File: config.mk
export PLATFORM = sky130hd
export DESIGN_NAME = if_fetch
export DESIGN_NICKNAME = d
export VERILOG_FILES = /design/src/rtl/if_pkg.sv /design/src/rtl/fetch_fifo.sv /design/src/rtl/if_fetch.sv
export SDC_FILE = /design/constraint.sdc
export NUM_CORES = 1
export LEC_CHECK = 0
export CORE_UTILIZATION = 55
export DETAILED_ROUTE_END_ITERATION = 10
export PLACE_DENSITY = 0.78
export SLEW_MARGIN = 20
export SYNTH_ARGS = -nofsm -noshare
export SYNTH_HDL_FRONTEND = slang
export SYNTH_SLANG_ARGS = --single-unit
File: constraint.sdc
create_clock -name clk -period 7.9 [get_ports clk]
set_clock_uncertainty 0.1 [all_clocks]
set_input_delay 1.185 -clock clk [delete_from_list [all_inputs] [get_ports clk]]
set_output_delay 1.185 -clock clk [all_outputs]
set_load 0.1 [all_outputs]
File: src/rtl/if_pkg.sv
// Shared definitions for the instruction-fetch stage: default sizes, the
// decode-queue entry layout and the occupancy counter width helper.
package if_pkg;

  localparam int DEPTH_DEF = 4;
  localparam int XLEN_DEF  = 32;
  localparam int CNT_W     = $clog2(DEPTH_DEF + 1);

  typedef struct packed {
    logic [XLEN_DEF-1:0] pc;
    logic [XLEN_DEF-1:0] instr;
  } fetch_entry_t;

  // A counter that must reach `depth` itself, not just depth-1.
  function automatic int cnt_width(input int depth);
    return $clog2(depth + 1);
  endfunction

endpackage

File: src/rtl/fetch_fifo.sv
// Small synchronous FIFO with flush, occupancy count and full/empty flags.
// DEPTH must be a power of two so the pointers wrap on their own.
module fetch_fifo
  import if_pkg::*;
#(
  parameter int  DEPTH = DEPTH_DEF,
  parameter type T     = logic [31:0]
) (
  input  logic                         clk,
  input  logic                         rst,
  input  logic                         flush,
  input  logic                         push,
  input  logic                         pop,
  input  T                             din,
  output T                             dout,
  output logic [$clog2(DEPTH+1)-1:0]   count,
  output logic                         full,
  output logic                         empty
);

  localparam int AW = $clog2(DEPTH);
  localparam int CW = $clog2(DEPTH + 1);

  T             mem [DEPTH];
  logic [AW-1:0] wr_ptr;
  logic [AW-1:0] rd_ptr;
  logic          push_ok;
  logic          pop_ok;

  assign full    = (count == CW'(DEPTH));
  assign empty   = (count == '0);
  assign push_ok = push && !full;
  assign pop_ok  = pop && !empty;
  assign dout    = mem[rd_ptr];

  always_ff @(posedge clk) begin
    if (push_ok) mem[wr_ptr] <= din;
  end

  always_ff @(posedge clk) begin
    if (rst || flush) begin
      wr_ptr <= '0;
      rd_ptr <= '0;
      count  <= '0;
    end else begin
      if (push_ok) wr_ptr <= wr_ptr + 1'b1;
      if (pop_ok)  rd_ptr <= rd_ptr + 1'b1;
      case ({push_ok, pop_ok})
        2'b10:   count <= count + 1'b1;
        2'b01:   count <= count - 1'b1;
        default: count <= count;
      endcase
    end
  end

endmodule

File: src/rtl/if_fetch.sv
// Instruction fetch: credit-limited in-order requests to imem, a registered
// decode queue, PC stall generation and wrong-path discard on redirect.
module if_fetch
  import if_pkg::*;
#(
  parameter int DEPTH = DEPTH_DEF,
  parameter int XLEN  = XLEN_DEF
) (
  input  logic            clk,
  input  logic            rst,
  input  logic [XLEN-1:0] pc,
  input  logic            redirect,
  output logic            pc_stall,
  output logic            imem_req_valid,
  output logic [XLEN-1:0] imem_req_addr,
  input  logic            imem_req_ready,
  input  logic            imem_rsp_valid,
  input  logic [XLEN-1:0] imem_rsp_data,
  output logic            id_valid,
  output logic [XLEN-1:0] id_instr,
  output logic [XLEN-1:0] id_pc,
  input  logic            id_ready
);

  localparam int CW = cnt_width(DEPTH);

  logic [CW-1:0]   live;
  logic [CW-1:0]   drop;
  logic [CW-1:0]   qcnt;
  logic [CW-1:0]   acnt;
  logic [CW+1:0]   occ;
  logic            credit;
  logic            req_fire;
  logic            rsp_live;
  logic            rsp_drop;
  logic            q_push;
  logic            q_pop;
  logic            addr_full, addr_empty, q_full, q_empty;
  logic [XLEN-1:0] addr_head;
  fetch_entry_t    q_din;
  fetch_entry_t    q_dout;

  assign occ    = (CW+2)'(live) + (CW+2)'(drop) + (CW+2)'(qcnt);
  assign credit = occ < (CW+2)'(DEPTH);

  assign imem_req_valid = !rst && !redirect && credit;
  assign imem_req_addr  = pc;
  assign req_fire       = imem_req_valid && imem_req_ready;
  // PC advances only on an accepted fetch, but must load the target on redirect.
  assign pc_stall       = rst || (!redirect && !req_fire);

  assign rsp_drop = imem_rsp_valid && (drop != '0);
  assign rsp_live = imem_rsp_valid && (drop == '0) && !addr_empty;
  assign q_push   = rsp_live && !redirect;

  assign id_valid = !q_empty && !redirect;
  assign q_pop    = id_valid && id_ready;
  assign id_pc    = q_dout.pc;
  assign id_instr = q_dout.instr;

  assign q_din.pc    = addr_head;
  assign q_din.instr = imem_rsp_data;

  fetch_fifo #(.DEPTH(DEPTH), .T(logic [XLEN-1:0])) u_addr_fifo (
    .clk   (clk),
    .rst   (rst),
    .flush (redirect),
    .push  (req_fire),
    .pop   (rsp_live),
    .din   (pc),
    .dout  (addr_head),
    .count (acnt),
    .full  (addr_full),
    .empty (addr_empty)
  );

  fetch_fifo #(.DEPTH(DEPTH), .T(fetch_entry_t)) u_queue (
    .clk   (clk),
    .rst   (rst),
    .flush (redirect),
    .push  (q_push),
    .pop   (q_pop),
    .din   (q_din),
    .dout  (q_dout),
    .count (qcnt),
    .full  (q_full),
    .empty (q_empty)
  );

  // On redirect everything still in flight becomes a drop, minus the one
  // response (live or dropped) retired in this very cycle.
  always_ff @(posedge clk) begin
    if (rst) begin
      live <= '0;
      drop <= '0;
    end else if (redirect) begin
      live <= '0;
      drop <= drop + live - CW'(rsp_live) - CW'(rsp_drop);
    end else begin
      live <= live + CW'(req_fire) - CW'(rsp_live);
      drop <= drop - CW'(rsp_drop);
    end
  end

`ifndef SYNTHESIS
  always @(posedge clk) begin
    if (!rst) begin
      assert (!(imem_rsp_valid && live == '0 && drop == '0))
        else $error("if_fetch: imem response with nothing outstanding");
      assert (acnt == live)
        else $error("if_fetch: address fifo out of step with live count");
      assert (!(req_fire && addr_full) && !(q_push && q_full))
        else $error("if_fetch: push into a full fifo");
    end
  end
`endif

endmodule

After elaboration in Yosys (flattened, before gate mapping) --
Memories as Yosys holds them, arrays and structs flattened. A register that Yosys moved wholly into a read port is not among the register bits. Cells that the tools add are included.
Cells by class: $add $sub $neg 16, reductions and logical operators 30, muxes and demuxes 11, magnitude comparators 1, eq/ne operators 6
Operator list (number):
- 1-bit logical AND | 14
- 3-bit one-hot mux with 2 select lines | 2
- 3-bit by 1-bit subtractor with 3-bit output | 4
- 3-bit logical NOT | 3
- 2-bit by 1-bit adder with 2-bit output (second input constant) | 4
- 2-bit two-way mux | 4
- 1-bit logical NOT | 7
- 3-bit by 1-bit adder with 3-bit output (second input constant) | 2
- 3-bit equality test (second input constant) | 2
- 3-bit by 1-bit subtractor with 3-bit output (second input constant) | 2
- 4-bit by 3-bit adder with 5-bit output | 1
- 5-bit by 3-bit < comparator with 1-bit output (second input constant) | 1
- 3-bit by 3-bit adder with 4-bit output | 1
- 2-bit by 1-bit equality test with 1-bit output (second input constant) | 2
- 2-bit equality test (second input constant) | 2
- 1-bit two-way mux | 4
- 2-bit nonzero test | 2
- 3-bit by 1-bit adder with 3-bit output | 1
- 3-bit adder | 1
- 3-bit two-way mux | 1
- 3-bit nonzero test | 1
- 1-bit logical OR | 2
- 2-bit OR reduction | 1
Word-level totals: word-level logic and storage cells 74, memories kept 2, bits in registers 20, RAM bits 384, input port bits 70
Memory list:
- u_queue.mem | depth 4, bits a word 64, read ports 1, clocked after Yosys merged registers in 1, wr ports 1, RTL line fetch_fifo.sv:24 | T mem [DEPTH];
- u_addr_fifo.mem | depth 4, bits a word 32, read ports 1, clocked after Yosys merged registers in 1, wr ports 1, RTL line fetch_fifo.sv:24

Longest topological paths before layout --
word-level depth 8, mapped depth 15

By module --
From an unflattened synthesis, not the netlist that was laid out.
Second synthesis, totals: cells, all modules 717, area total of the unflattened synthesis 15703.8 µm²
By module, submodules not included:
- fetch_fifo at u_queue | cells each 390, area each 9699.3 µm², instances 1
- fetch_fifo at u_addr_fifo | cells each 223, area each 5094.9 µm², instances 1
- if_fetch | cells each 104, area each 909.6 µm², instances 1

Worst setup path before layout --
Ideal clock, no wire load.
kind flip-flop to output port, from register live[1], to output port pc_stall, required time 6.615 ns, data arrival time 3.627 ns, path buffers 0, cell stages (with the launch flop) 9, path slack 2.988 ns, cell sequence dfxtp_1 inv_1 fa_1 nor2_1 fa_1 or3b_4 a211oi_4 o21a_2 a21oi_1
Between the ends: word-level cells in the longest chain between the ends 8
RTL lines:
- start, declared | RTL line if_fetch.sv:27 | logic [CW-1:0] live;
- start signal, assigned | RTL line if_fetch.sv:100 | live <= live + CW'(req_fire) - CW'(rsp_live);
- 3-bit by 3-bit adder with 4-bit output | RTL line if_fetch.sv:43 | assign occ = (CW+2)'(live) + (CW+2)'(drop) + (CW+2)'(qcnt);
- 4-bit by 3-bit adder with 5-bit output | RTL line if_fetch.sv:43
- 5-bit by 3-bit < comparator with 1-bit output | RTL line if_fetch.sv:44 | assign credit = occ < (CW+2)'(DEPTH);
- 1-bit logical AND | RTL line if_fetch.sv:46 | assign imem_req_valid = !rst && !redirect && credit;
- net imem_req_valid | RTL line if_fetch.sv:14 | output logic imem_req_valid,
- 1-bit logical AND | RTL line if_fetch.sv:48 | assign req_fire = imem_req_valid && imem_req_ready;
- 1-bit logical NOT | RTL line if_fetch.sv:50 | assign pc_stall = rst || (!redirect && !req_fire);
- 1-bit logical AND | RTL line if_fetch.sv:50
- 1-bit logical OR | RTL line if_fetch.sv:50
- end, declared | RTL line if_fetch.sv:13 | output logic pc_stall,
The timed path passes the listed nets, and every way through them passes these cells.

Worst setup path after layout --
from input port redirect, to output port imem_req_valid
Between the ends: word-level cells in the longest chain between the ends 3
RTL lines:
- start, declared | RTL line if_fetch.sv:12 | input logic redirect,
- 1-bit logical NOT | RTL line if_fetch.sv:46
- 1-bit logical AND (2 in a row) | RTL line if_fetch.sv:46
- end, declared | RTL line if_fetch.sv:14
No other way between the ends.

==> flow_summary.ini <==
[worst_setup_path]
required_ps = 6610
setup.worst_path.class = input port to output port
path_max_fanout = 17
start_kind = input port
cp.arrival_ps = 4110
cp-end-kind = output port

[placement]
port_buffers = 168
dpl.hpwl_um = 15000
place_inst = 1194
gp_congestion = 0.750

[route]
wirelength_um = 26700
num_vias = 6906
dr.pass1.iters = 5
routed_via_density = 5.46
first_iter_violations = 553
wl_per_cell_um = 21.1
antenna_left = 0
drcViolationCount = 0

[global_route]
grt_start_max_net_pins = 65
antenna_found_initial = 0
grtUsageTotal_pct = 18.9
grt_pass1_vias = 7360
grt_overflow = 0
grt_pass1_wl_um = 40600

[die]
die_w_um = 171
die_h_um = 171
num_io_pins = 169
initial_core_util_pct = 56.1
core_region_area_um2 = 27900
die_area_um2 = 29100
num_rows = 61

[logic_synthesis]
ys_ff_latch = 408
synthesis.area_um2 = 15600
yosysWarnings = 0
ys_seq_area_share_pct = 76.9
async_reset_ff_share_pct = 0
synth_top_cell_by_area = edfxtp_1
synth_edf_count = 384
synth_cell_types = 43
synthFlopType = edfxtp_1
synth_nets = 799
yosysTopAreaCellShare_pct = 73.8
netlist_instances = 701
synth_area_per_cell_um2 = 22.3
synthTopCellsByArea = edfxtp_1, mux4_2, dfxtp_1, buf_4, ha_1

[finish]
antenna_cells = 0
areaGrowthSynthToFinish_pct = 19.4
final_nets = 956
drive_gt1_share_pct = 19.7
fin_cells = 1265
final_cell_mix = edfxtp_1, clkdlybuf4s50_1, mux4_2
layout_commonest_cell = edfxtp_1

[clock_tree]
clk_pin_slew_ps = 60
root_buffer = clkbuf_16
cts_tree = built
post_cts_buffers = 0
numCtsBuffers = 40
cts_sinks = 408
clkLatencyLatePin_ps = 520
cts_buffer_depth = 3
cts_resized = 0
cts-htree-levels = 2
holdBufCountCts = 0

[pwr]
ir_drop_v = 0.000177
leakage_nw = 5.83
power_density_nw_per_um2 = 233
power_mw = 4.35

[timing]
rsz0062_at_grt = false
worst_pin_slew_ps = 1080
relSlewSlack_pct = 28.1
fin_tns_setup_ps = 0
fin_crit_sh_pct = 68.3
finalCriticalPeriod_ps = 5390
fmax_mhz = 185
hold_violations = 0
slew_viol_final = 0
setup_violations = 0

[flow_run]
drv_cap = 0

[worst_hold_path]
hold_class = flop to flop

[run_status]
status = finished clean
## synthesized netlist by cell type, types with 3 or more instances
| library cell | count |
|---|---|
| fa_1 | 9 |
| xnor2_1 | 7 |
| ha_1 | 19 |
| nor2_1 | 20 |
| buf_1 | 7 |
| nand3_1 | 4 |
| buf_4 | 32 |
| a21oi_1 | 8 |
| nor2b_1 | 3 |
| xor2_1 | 6 |
| dfxtp_1 | 24 |
| inv_1 | 24 |
| edfxtp_1 | 384 |
| mux4_2 | 96 |
| nand2_1 | 3 |
| clkbuf_1 | 4 |
| and2_1 | 8 |
| and3_1 | 4 |
| buf_2 | 11 |
## path summary, 6_finish.rpt
check,from,endpoint,slack (ps),cells past startpoint
worst max register to register,live[1]$_SDFF_PP0_,live[2]$_SDFF_PP0_,4050,15
worst max-delay path,redirect,imem_req_valid,2510,5
worst min register to register,u_addr_fifo.wr_ptr[0]$_SDFFE_PP0P_,u_addr_fifo.wr_ptr[0]$_SDFFE_PP0P_,400,2
worst min-delay path,u_addr_fifo.wr_ptr[0]$_SDFFE_PP0P_,u_addr_fifo.wr_ptr[0]$_SDFFE_PP0P_,400,2
## power breakdown
group,switching (mW),internal (mW),total [mW]
clock,0.748,0.979,1.73
sequential,0.00753,2.38,2.38
combinational,0.159,0.0837,0.243
total,0.915,3.44,4.35
## area by class of cell
cell class	instances	area (µm²)
repair buffers	171	1700
inverters	25	93.8
fillers	1771	9200
clock buffers	53	1060
flip-flops and latches	408	12000
well taps	378	473
clock inverters	18	129
multi-input cells	212	3180
## critical path, cell delays in order
cell	delay [ps]
clkdlybuf4s50_1	580
or2_1	540
a211oi_4	440
o21a_2	220
clkdlybuf4s50_1	1130
## metrics by stage
step	cell area, µm²	hold slack (ps)	utilization [%]	setup slack [ps]
after global placement	17500	386	62.7	2550
after floorplan	15600	364	-	2990
after detailed placement	17500	395	62.7	2510
after CTS	18700	403	67.0	2500
final	18700	403	67.0	2510
after global routing	18700	432	67.0	2350
## cell families (layout without fill, tap and decap cells)
group	count (synthesis)	count (layout)	synth area share [%]
fa+ha+maj	28	28	2.68
simple gates	54	54	1.92
xor+xnor	13	13	0.729
compound gates	21	21	1.07
flops	408	408	76.9
buf+inv	81	267	2.86
mux	96	96	13.8
## layer usage
metal  part of all wire [%]  wire length [µm]  vias up  GRT usage [%]
met5                      0                 0        -              0
met4                    2.2               593        0           5.84
met3                    4.6              1240       46           3.31
met2                     52             13800      182           32.8
met1                     41             11000     3556           24.5
li1                       -                 -     3122              -
## state kept, by name, indices dropped and copies added, names as in the netlist, named ones only
name	flops
drop	3
u_queue.rd_ptr	2
u_queue.wr_ptr	2
u_queue.mem	256
u_queue.count	3
u_addr_fifo.count	3
live	3
u_addr_fifo.wr_ptr	2
u_addr_fifo.rd_ptr	2
u_addr_fifo.mem	128
No activity file was read; power rests on OpenSTA's default activity.
